<file path="config.mk">
export PLATFORM = sky130hd
export DESIGN_NAME = game_session_ctrl_flat
export DESIGN_NICKNAME = d
export VERILOG_FILES = /design/src/rtl/game_session_ctrl_if.sv /design/src/rtl/game_session_ctrl.sv /design/src/flat_wrapper.sv
export SDC_FILE = /design/constraint.sdc
export NUM_CORES = 1
export LEC_CHECK = 0
export ABC_AREA = 0
export BUFFER_PORTS_ARGS = -buffer_cell sky130_fd_sc_hd__buf_2
export CORE_MARGIN = 3
export CORE_UTILIZATION = 58
export CTS_CLUSTER_DIAMETER = 80
export CTS_CLUSTER_SIZE = 14
export DETAILED_ROUTE_END_ITERATION = 7
export PLACE_DENSITY_LB_ADDON = 0.2
export SYNTH_ARGS = -nofsm -noshare
export SYNTH_HDL_FRONTEND = slang
export SYNTH_SLANG_ARGS = --single-unit
</file>
<file path="constraint.sdc">
create_clock -name clk -period 2.3 [get_ports clk]
set_input_delay 0.69 -clock clk [delete_from_list [all_inputs] [get_ports clk]]
set_output_delay 0.69 -clock clk [all_outputs]
set_load 0.01 [all_outputs]
</file>
<file path="src/rtl/game_session_ctrl_if.sv">
// Board/game-core side signals of the session controller.
// The controller connects through the slave modport; the board/core side uses master.
interface game_session_ctrl_if #(
    parameter int NUM_PLAYERS = 2,
    parameter int LIVES_W     = 2
);
    logic                           start_key;
    logic                           pause_key;
    logic                           gameover;
    logic [NUM_PLAYERS-1:0]         life_lost;
    logic                           reset_is_on;
    logic                           playing;
    logic                           paused;
    logic                           over;
    logic [1:0]                     state;
    logic [NUM_PLAYERS*LIVES_W-1:0] lives;
    logic [NUM_PLAYERS-1:0]         winner;

    modport master (
        output start_key, pause_key, gameover, life_lost,
        input  reset_is_on, playing, paused, over, state, lives, winner
    );

    modport slave (
        input  start_key, pause_key, gameover, life_lost,
        output reset_is_on, playing, paused, over, state, lives, winner
    );
endinterface

</file>
<file path="src/rtl/game_session_ctrl.sv">
// Game session FSM: debounced start/pause keys, per-player lives, session end detection
// and the game-core reset / status flags.
module game_session_ctrl #(
    parameter int NUM_PLAYERS          = 2,
    parameter int LIVES                = 3,
    parameter int LIVES_W              = 2,
    parameter int DEBOUNCE_CYCLES      = 16,
    parameter int GAMEOVER_HOLD_CYCLES = 64
) (
    input  logic                clk,
    input  logic                reset,
    game_session_ctrl_if.slave  bus
);
    localparam int DB_W      = $clog2(DEBOUNCE_CYCLES + 1);
    localparam int HOLD_W    = $clog2(GAMEOVER_HOLD_CYCLES + 1);
    localparam int CNT_W     = $clog2(NUM_PLAYERS + 1);
    localparam int MIN_ALIVE = (NUM_PLAYERS < 2) ? NUM_PLAYERS : 2;

    typedef enum logic [1:0] {
        ST_IDLE     = 2'd0,
        ST_PLAYING  = 2'd1,
        ST_PAUSED   = 2'd2,
        ST_GAMEOVER = 2'd3
    } state_t;

    state_t              r_state;
    logic [HOLD_W-1:0]   r_hold_cnt;
    logic [NUM_PLAYERS-1:0] r_winner;
    logic [LIVES_W-1:0]  r_lives     [NUM_PLAYERS];
    logic [LIVES_W-1:0]  w_lives_dec [NUM_PLAYERS];
    logic [NUM_PLAYERS-1:0] w_alive_cur;
    logic [NUM_PLAYERS-1:0] w_alive_dec;
    logic [CNT_W-1:0]    w_alive_cnt;
    logic                w_end_cond;
    logic                w_hold_done;
    logic [1:0]          w_key_raw;
    logic [1:0]          w_key_rise;
    logic                w_start_rise;
    logic                w_pause_rise;

    assign w_key_raw    = {bus.pause_key, bus.start_key};
    assign w_start_rise = w_key_rise[0];
    assign w_pause_rise = w_key_rise[1];

    genvar gi;

    // Per key: 2-flop synchronizer, stability counter, rising-edge detect.
    generate
        for (gi = 0; gi < 2; gi++) begin : g_key
            logic            r_meta;
            logic            r_sync;
            logic            r_db;
            logic            r_db_d;
            logic [DB_W-1:0] r_cnt;

            always_ff @(posedge clk or posedge reset) begin
                if (reset) begin
                    r_meta <= 1'b0;
                    r_sync <= 1'b0;
                    r_db   <= 1'b0;
                    r_db_d <= 1'b0;
                    r_cnt  <= '0;
                end else begin
                    r_meta <= w_key_raw[gi];
                    r_sync <= r_meta;
                    r_db_d <= r_db;
                    if (r_sync == r_db) begin
                        r_cnt <= '0;
                    end else if (r_cnt == DB_W'(DEBOUNCE_CYCLES - 1)) begin
                        r_db  <= r_sync;
                        r_cnt <= '0;
                    end else begin
                        r_cnt <= r_cnt + DB_W'(1);
                    end
                end
            end

            assign w_key_rise[gi] = r_db & ~r_db_d;
        end
    endgenerate

    // Saturating decrement; alive masks before and after this cycle's losses.
    generate
        for (gi = 0; gi < NUM_PLAYERS; gi++) begin : g_player
            assign w_lives_dec[gi] = (bus.life_lost[gi] && (r_lives[gi] != '0))
                                   ? r_lives[gi] - LIVES_W'(1) : r_lives[gi];
            assign w_alive_cur[gi] = |r_lives[gi];
            assign w_alive_dec[gi] = |w_lives_dec[gi];
            assign bus.lives[gi*LIVES_W +: LIVES_W] = r_lives[gi];
        end
    endgenerate

    always_comb begin
        w_alive_cnt = '0;
        for (int i = 0; i < NUM_PLAYERS; i++) begin
            w_alive_cnt = w_alive_cnt + CNT_W'(w_alive_dec[i]);
        end
    end

    assign w_end_cond  = (w_alive_cnt < CNT_W'(MIN_ALIVE));
    // Counter holds k-1 at the k-th edge after entry, so expiry is reached at HOLD-1.
    assign w_hold_done = (r_hold_cnt >= HOLD_W'(GAMEOVER_HOLD_CYCLES - 1));

    always_ff @(posedge clk or posedge reset) begin
        if (reset) begin
            r_state    <= ST_IDLE;
            r_hold_cnt <= '0;
            r_winner   <= '0;
            for (int i = 0; i < NUM_PLAYERS; i++) begin
                r_lives[i] <= LIVES_W'(LIVES);
            end
        end else begin
            case (r_state)
                ST_IDLE: begin
                    r_hold_cnt <= '0;
                    r_winner   <= '0;
                    for (int i = 0; i < NUM_PLAYERS; i++) begin
                        r_lives[i] <= LIVES_W'(LIVES);
                    end
                    if (w_start_rise) begin
                        r_state <= ST_PLAYING;
                    end
                end
                ST_PLAYING: begin
                    for (int i = 0; i < NUM_PLAYERS; i++) begin
                        r_lives[i] <= w_lives_dec[i];
                    end
                    if (bus.gameover || w_end_cond) begin
                        r_state    <= ST_GAMEOVER;
                        r_winner   <= w_alive_dec;
                        r_hold_cnt <= '0;
                    end else if (w_pause_rise) begin
                        r_state <= ST_PAUSED;
                    end
                end
                ST_PAUSED: begin
                    if (bus.gameover) begin
                        r_state    <= ST_GAMEOVER;
                        r_winner   <= w_alive_cur;
                        r_hold_cnt <= '0;
                    end else if (w_pause_rise) begin
                        r_state <= ST_PLAYING;
                    end else if (w_start_rise) begin
                        r_state <= ST_IDLE;
                        for (int i = 0; i < NUM_PLAYERS; i++) begin
                            r_lives[i] <= LIVES_W'(LIVES);
                        end
                    end
                end
                default: begin
                    // Early start presses are dropped, not remembered.
                    if (w_hold_done && w_start_rise) begin
                        r_state    <= ST_PLAYING;
                        r_winner   <= '0;
                        r_hold_cnt <= '0;
                        for (int i = 0; i < NUM_PLAYERS; i++) begin
                            r_lives[i] <= LIVES_W'(LIVES);
                        end
                    end else if (!w_hold_done) begin
                        r_hold_cnt <= r_hold_cnt + HOLD_W'(1);
                    end
                end
            endcase
        end
    end

    assign bus.state       = r_state;
    assign bus.reset_is_on = (r_state == ST_IDLE) || (r_state == ST_GAMEOVER);
    assign bus.playing     = (r_state == ST_PLAYING);
    assign bus.paused      = (r_state == ST_PAUSED);
    assign bus.over        = (r_state == ST_GAMEOVER);
    assign bus.winner      = r_winner;
endmodule

</file>
<file path="src/flat_wrapper.sv">
// flat-port wrapper written by rule: the top's interface ports become plain ports
module game_session_ctrl_flat 
#(
    parameter int NUM_PLAYERS          = 2,
    parameter int LIVES                = 3,
    parameter int LIVES_W              = 2,
    parameter int DEBOUNCE_CYCLES      = 16,
    parameter int GAMEOVER_HOLD_CYCLES = 64
)
  (clk, reset, bus_start_key, bus_pause_key, bus_gameover, bus_life_lost, bus_reset_is_on, bus_playing, bus_paused, bus_over, bus_state, bus_lives, bus_winner);
  game_session_ctrl_if #(.NUM_PLAYERS(NUM_PLAYERS), .LIVES_W(LIVES_W)) bus_i ();
  input  logic clk;
  input  logic reset;
  input wire logic [$bits(bus_i.start_key)-1:0] bus_start_key;
  input wire logic [$bits(bus_i.pause_key)-1:0] bus_pause_key;
  input wire logic [$bits(bus_i.gameover)-1:0] bus_gameover;
  input wire logic [$bits(bus_i.life_lost)-1:0] bus_life_lost;
  output wire logic [$bits(bus_i.reset_is_on)-1:0] bus_reset_is_on;
  output wire logic [$bits(bus_i.playing)-1:0] bus_playing;
  output wire logic [$bits(bus_i.paused)-1:0] bus_paused;
  output wire logic [$bits(bus_i.over)-1:0] bus_over;
  output wire logic [$bits(bus_i.state)-1:0] bus_state;
  output wire logic [$bits(bus_i.lives)-1:0] bus_lives;
  output wire logic [$bits(bus_i.winner)-1:0] bus_winner;
  assign bus_i.start_key = bus_start_key;
  assign bus_i.pause_key = bus_pause_key;
  assign bus_i.gameover = bus_gameover;
  assign bus_i.life_lost = bus_life_lost;
  assign bus_reset_is_on = bus_i.reset_is_on;
  assign bus_playing = bus_i.playing;
  assign bus_paused = bus_i.paused;
  assign bus_over = bus_i.over;
  assign bus_state = bus_i.state;
  assign bus_lives = bus_i.lives;
  assign bus_winner = bus_i.winner;
  game_session_ctrl #(.NUM_PLAYERS(NUM_PLAYERS), .LIVES(LIVES), .LIVES_W(LIVES_W), .DEBOUNCE_CYCLES(DEBOUNCE_CYCLES), .GAMEOVER_HOLD_CYCLES(GAMEOVER_HOLD_CYCLES)) u_core (.clk(clk), .reset(reset), .bus(bus_i));
endmodule
</file>
Word-level counts from Yosys, hierarchy flattened --
Cells that the tools add are included. W data, S select, Z words.
Storage, ports and cells: input bits 7, word-level logic and storage cells 92, flip-flop bits (word level) 33
Operators by class: eq/ne operators 16, mux-type cells 28, add/subtract/negate cells 6, bitwise logic cells 6, reductions and logical operators 19, $lt $le $gt $ge 2
Operators by type and width (count):
- $mux W7 | 4
- $mux W2 | 12
- $pmux W7 S3 | 1
- $mux W5 | 4
- $mux W4 | 4
- $pmux W2 S3 | 2
- $pmux W4 S3 | 1
- $add A5 B1 Y5 const B | 2
- $eq A5 B4 Y1 const B | 2
- $reduce_and A4 Y1 | 2
- $reduce_or A2 Y1 | 4
- $add A7 B1 Y7 const B | 1
- $ge A7 B6 Y1 const B | 1
- $ne A2 B1 Y1 const B | 3
- $ne A2 B2 Y1 const B | 3
- $reduce_and A3 Y1 | 2
- $ne A5 B5 Y1 const B | 1
- $eq A2 B2 Y1 const B | 2
- $ne A4 B2 Y1 const B | 1
- $not A1 Y1 | 4
- $reduce_and A2 Y1 | 2
- $reduce_bool A2 Y1 | 2
- $reduce_bool A4 Y1 | 1
- $sub A2 B1 Y2 const B | 2
- other kinds (9) | 14

Depth between registers and ports, before layout --
depth in word-level cells 9, depth in mapped cells 7, gate-level depth less buffers 7

Worst setup path before layout --
Ideal clock, no wire load.
kind register to register, start point register u_core.r_lives (netlist bit u_core.bus.lives[2]), end point register u_core.r_hold_cnt[3], data required time 2.208 ns, data arrival time 2.035 ns, setup slack 0.174 ns, clock period less this slack 2.126 ns, cell stages (with the launch flop) 8, path buffers 0, path through dfstp_2 > inv_1 > ha_1 > nand4b_4 > o311ai_4 > o31ai_4 > or3_4 > o31ai_2
On the way: longest elaborated chain between the ends 9, elaborated cells on any way between the ends 10, those cells by class add/sub (2); order compare (1); eq/ne (1); mux (1); reduce/logical (5)
Ends and longest elaborated chain:
- from (decl) | RTL line game_session_ctrl.sv:29 | logic [LIVES_W-1:0] r_lives [NUM_PLAYERS];
- from (signal, indexed assignment) | RTL line game_session_ctrl.sv:110 | r_lives[i] <= LIVES_W'(LIVES);
- from (signal, indexed assignment) | RTL line game_session_ctrl.sv:118 | r_lives[i] <= LIVES_W'(LIVES);
- from (signal, indexed assignment) | RTL line game_session_ctrl.sv:126 | r_lives[i] <= w_lives_dec[i];
- parallel branches: the longest is 2 deep, another holds $sub A2 B1 Y2
- $mux W2 * | RTL line game_session_ctrl.sv:86 | ? r_lives[gi] - LIVES_W'(1) : r_lives[gi];
- $reduce_or A2 Y1 * | RTL line game_session_ctrl.sv:88 | assign w_alive_dec[gi] = |w_lives_dec[gi];
- $add A1 B1 Y2 * | RTL line game_session_ctrl.sv:96 | w_alive_cnt = w_alive_cnt + CNT_W'(w_alive_dec[i]);
- $lt A2 B2 Y1 * | RTL line game_session_ctrl.sv:100 | assign w_end_cond = (w_alive_cnt < CNT_W'(MIN_ALIVE));
- $logic_or A1 B1 Y1 * | RTL line game_session_ctrl.sv:128 | if (bus.gameover || w_end_cond) begin
- $ne A2 B1 Y1 (no line) *
- $reduce_and A3 Y1 (no line) *
- to (signal assigned) | RTL line game_session_ctrl.sv:160 | r_hold_cnt <= r_hold_cnt + HOLD_W'(1);
- to (decl) | RTL line game_session_ctrl.sv:27 | logic [HOLD_W-1:0] r_hold_cnt;
Every way passes the cells marked *. A chain may end at the register's enable or synchronous reset.

Final worst setup path --
start point register u_core.r_state[1], in the netlist u_core.bus.state[1], end point output port bus_reset_is_on
On the way: longest elaborated chain between the ends 2, elaborated cells on any way between the ends 3, those cells by class eq/ne (1); reduce/logical (2)
Ends and longest elaborated chain:
- from (decl) | RTL line game_session_ctrl.sv:26 | state_t r_state;
- from (signal assigned) | RTL line game_session_ctrl.sv:106 | r_state <= ST_IDLE;
- from (signal assigned) | RTL line game_session_ctrl.sv:121 | r_state <= ST_PLAYING;
- from (signal assigned) | RTL line game_session_ctrl.sv:129 | r_state <= ST_GAMEOVER;
- $eq A2 B2 Y1 / $logic_not A2 Y1 (equally long branches) | RTL line game_session_ctrl.sv:168 | assign bus.reset_is_on = (r_state == ST_IDLE) || (r_state == ST_GAMEOVER);
- $logic_or A1 B1 Y1 * | RTL line game_session_ctrl.sv:168
- to (decl) | RTL line flat_wrapper.sv:18 | output wire logic [$bits(bus_i.reset_is_on)-1:0] bus_reset_is_on;
Mark *: on every way between the ends. The rest lies on a longest branch, timed or not.

==> results by group <==
Run status
  • Status: completed

Power and ir drop
  • Comb pwr share: 0.039
  • Int Pwr: between 700 and 800 µW
  • Largest vdd supply drop: around 0.00055 V
  • P per Cell Area: 472 nW/µm²
  • Clk pwr share: 0.338
  • Leak Pwr: 0.947 nW
  • Total power: roughly 960 µW
  • Sequential Power Share: 0.623
  • Switching Power: 242 µW
  • Net Sw Frac: 0.251

Final layout
  • Final core occ: 0.710
  • Layout cell share with drive strength beyond 1: 0.263
  • Fin area: between 2000 and 2500 µm²
  • Fin nets: 209
  • Finished Layout Cells: 236
  • Area growth syn-to-layout: 12.2%
  • N_diodes: 0
  • Commonest non-fill, non-tap cells in the layout: dfrtp_1 (29), buf_2 (18), inv_1 (11), nor2_1 (10), ha_1 (8)
  • Commonest non-fill, non-tap cell in the layout: dfrtp_1

Worst hold path
  • Hold Path Class: register to register

Yosys
  • Largest area contributor in the netlist: dfrtp_1
  • Yosys top cell area share: 0.399
  • Sequential share of the synthesized area: 0.457
  • Fraction of registers with async set/reset: 1.00
  • Synth cell types: 47
  • Syn Area/Cell: ~11 µm²
  • Seq cells post-synth: 33
  • Number of synthesized flops with an enable pin: 0
  • Synthesized Nets: around 180
  • Synth Flop Type: dfrtp_1
  • Synth warn: 0
  • Mapped cell area: 1820 µm²
  • Synth Instances: approximately 170
  • Area contributors post-synth: dfrtp_1 (40%), ha_1 (6.2%), dfstp_2 (5.8%), o31ai_4 (3.5%), xor2_1 (2.9%)

Timing
  • Final Hold Viols: 0
  • FMAX: 0.463 GHz
  • Period utilisation layout: 0.940
  • Slew Viols, Final: 0
  • RSZ-0062 raised after global routing: no
  • Worst clock skew: between 15 and 20 ps
  • Worst-Margin Slew: about 400 ps
  • Number of setup violations in the final report: 0
  • Setup TNS Final: 0 ps
  • Minimum clock period: 2160 ps
  • Worst setup margin: 139 ps
  • Relative slew margins: 0.729
  • Min Hold Slack: roughly 370 ps

Setup path
  • Arr. time, crit path: 1470 ps
  • Worst-path maximum fanout: 6
  • Crit Path Category: register to output port
  • CP Launch Type: register
  • Worst EP required: 1610 ps
  • Crit. End Element: output port

Placed design
  • Post-Place Cell Area: 1980 µm²
  • Detailed placer's ending HPWL: about 2500 µm
  • Post-Place Setup Slack: ~120 ps
  • Port bufs: 18
  • Cell total after placement: roughly 230
  • Placer congestion estimate: between 0.8 and 0.9

Clocking
  • CTS buffer count: 5
  • CTS tree: yes
  • CTS root buffer: clkbuf_4
  • Clock sinks: 33
  • H-tree level count: 2
  • Worst-Skew Late Latency: between 300 and 400 ps
  • Max clock buf depth: 2
  • Clock slew at reported path FFs: 110 ps

Drt
  • Drt drc: 0
  • Detailed Routing Iterations Pass 1: 4
  • Final wirelength: 3370 µm
  • Vias: 1387
  • DR vias/cell: approximately 6
  • DR iter-0 viols: 90
  • Post-route ant nets: 0
  • Drt wl/cell: 14.3 µm

Floorplan
  • Die area: 3840 µm²
  • Starting Density: 0.632
  • CORE AREA: 2880 µm²
  • IO Pins: 19
  • Placement Rows: 19
  • Chip width: 62.0 µm
  • Die Height: 62.0 µm

Global route
  • GRT overflow: 0
  • Initial antenna violation count: 0
  • Vias in the first global route: 1269
  • Tot GR Track Use: 0.201
  • First-pass GRT wire length: 5670 µm
  • Largest net degree at the start of global routing: 34

Flow run
  • Max cap viols: 0
[sequential cells by signal (all words and copies together), names as in the netlist]
| signal | flops |
|---|---|
| u_core.r_hold_cnt | 7 |
| u_core.g_key.r_db_d | 2 |
| u_core.g_key.r_sync | 2 |
| u_core.g_key.r_cnt | 10 |
| u_core.bus.lives | 4 |
| u_core.g_key.r_meta | 2 |
| u_core.bus.winner | 2 |
| u_core.bus.state | 2 |
| u_core.g_key.r_db | 2 |
[power groups by stage]
stage / Combinational (mW) / Clock [mW] / Sequential [mW]
final: 0.0378 / 0.326 / 0.600
after global routing: 0.0446 / 0.362 / 0.602
after CTS: 0.0392 / 0.335 / 0.601
after detailed placement: 0.0391 / 0 / 0.611
after global placement: 0.0374 / 0 / 0.610
after floorplan: 0.0271 / 0 / 0.609
[cells by family (layout without fill, tap and decap cells)]
kind of cell,count (synthesis),after routing,synth area share
compound gates,49,49,0.233
buf+inv,13,42,0.0309
fa+ha+maj,9,9,0.0619
mux,2,2,0.0124
simple gates,53,53,0.176
flops,33,33,0.457
xor+xnor,6,6,0.0289
[repair_timing]
action                                  4_1_cts  5_1_grt
resized for setup                             0        1
endpoints found under the setup margin        0        3
buffers inserted                              0        1
hold buffers                                  0        0
[Yosys cell counts (2+ instances only)]
cell	n
and3_1	4
nand3_1	7
o31ai_2	3
and2_1	4
nor2b_1	4
xor2_1	6
o21ai_0	7
inv_1	11
ha_1	9
o31ai_4	3
a21oi_1	7
nand2b_1	3
o22ai_1	3
nor3_1	6
nand2_1	5
nor2_1	10
a22o_1	2
dfrtp_1	29
o22a_1	2
o21ai_1	4
o31ai_1	5
and4_1	2
mux2_2	2
dfstp_2	4
[worst paths after layout]
kind / start / end / slack, ps / depth (start not counted)
min in group asynchronous: reset / u_core.bus.state[0] / 420 / 3
max in group asynchronous: reset / u_core.bus.lives[0] / 1560 / 3
hold / removal: u_core.g_key[0].r_meta / u_core.g_key[0].r_sync / 370 / 0
hold reg to reg: u_core.g_key[0].r_meta / u_core.g_key[0].r_sync / 370 / 0
setup / recovery: u_core.bus.state[1] / bus_reset_is_on / 140 / 4
setup reg to reg: u_core.bus.lives[2] / u_core.bus.state[1] / 140 / 7
[metal layers]
metal / vias to the layer above / global-route usage / routed length (µm)
li1: 665 / - / -
met1: 677 / 0.267 / 1560
met2: 40 / 0.308 / 1580
met3: 5 / 0.0579 / 170
met4: 0 / 0.0848 / 48
met5: - / 0 / 0
[final cells by class]
| type | instances | area [µm²] |
|---|---|---|
| clock buffers | 5 | 37.5 |
| clock inverters | 3 | 17.5 |
| fillers | 195 | 835 |
| inverters | 11 | 41.3 |
| multi-input cells | 119 | 935 |
| flip-flops and latches | 33 | 831 |
| well taps | 42 | 52.6 |
| repair buffers | 23 | 128 |
[critical path, stage by stage (launching register included)]
cell and delay, ps:
dfrtp_1 440, inv_1 90, ha_2 400, inv_1 70
buf_2 140
Note: power is estimated with default switching activity, not from simulation.
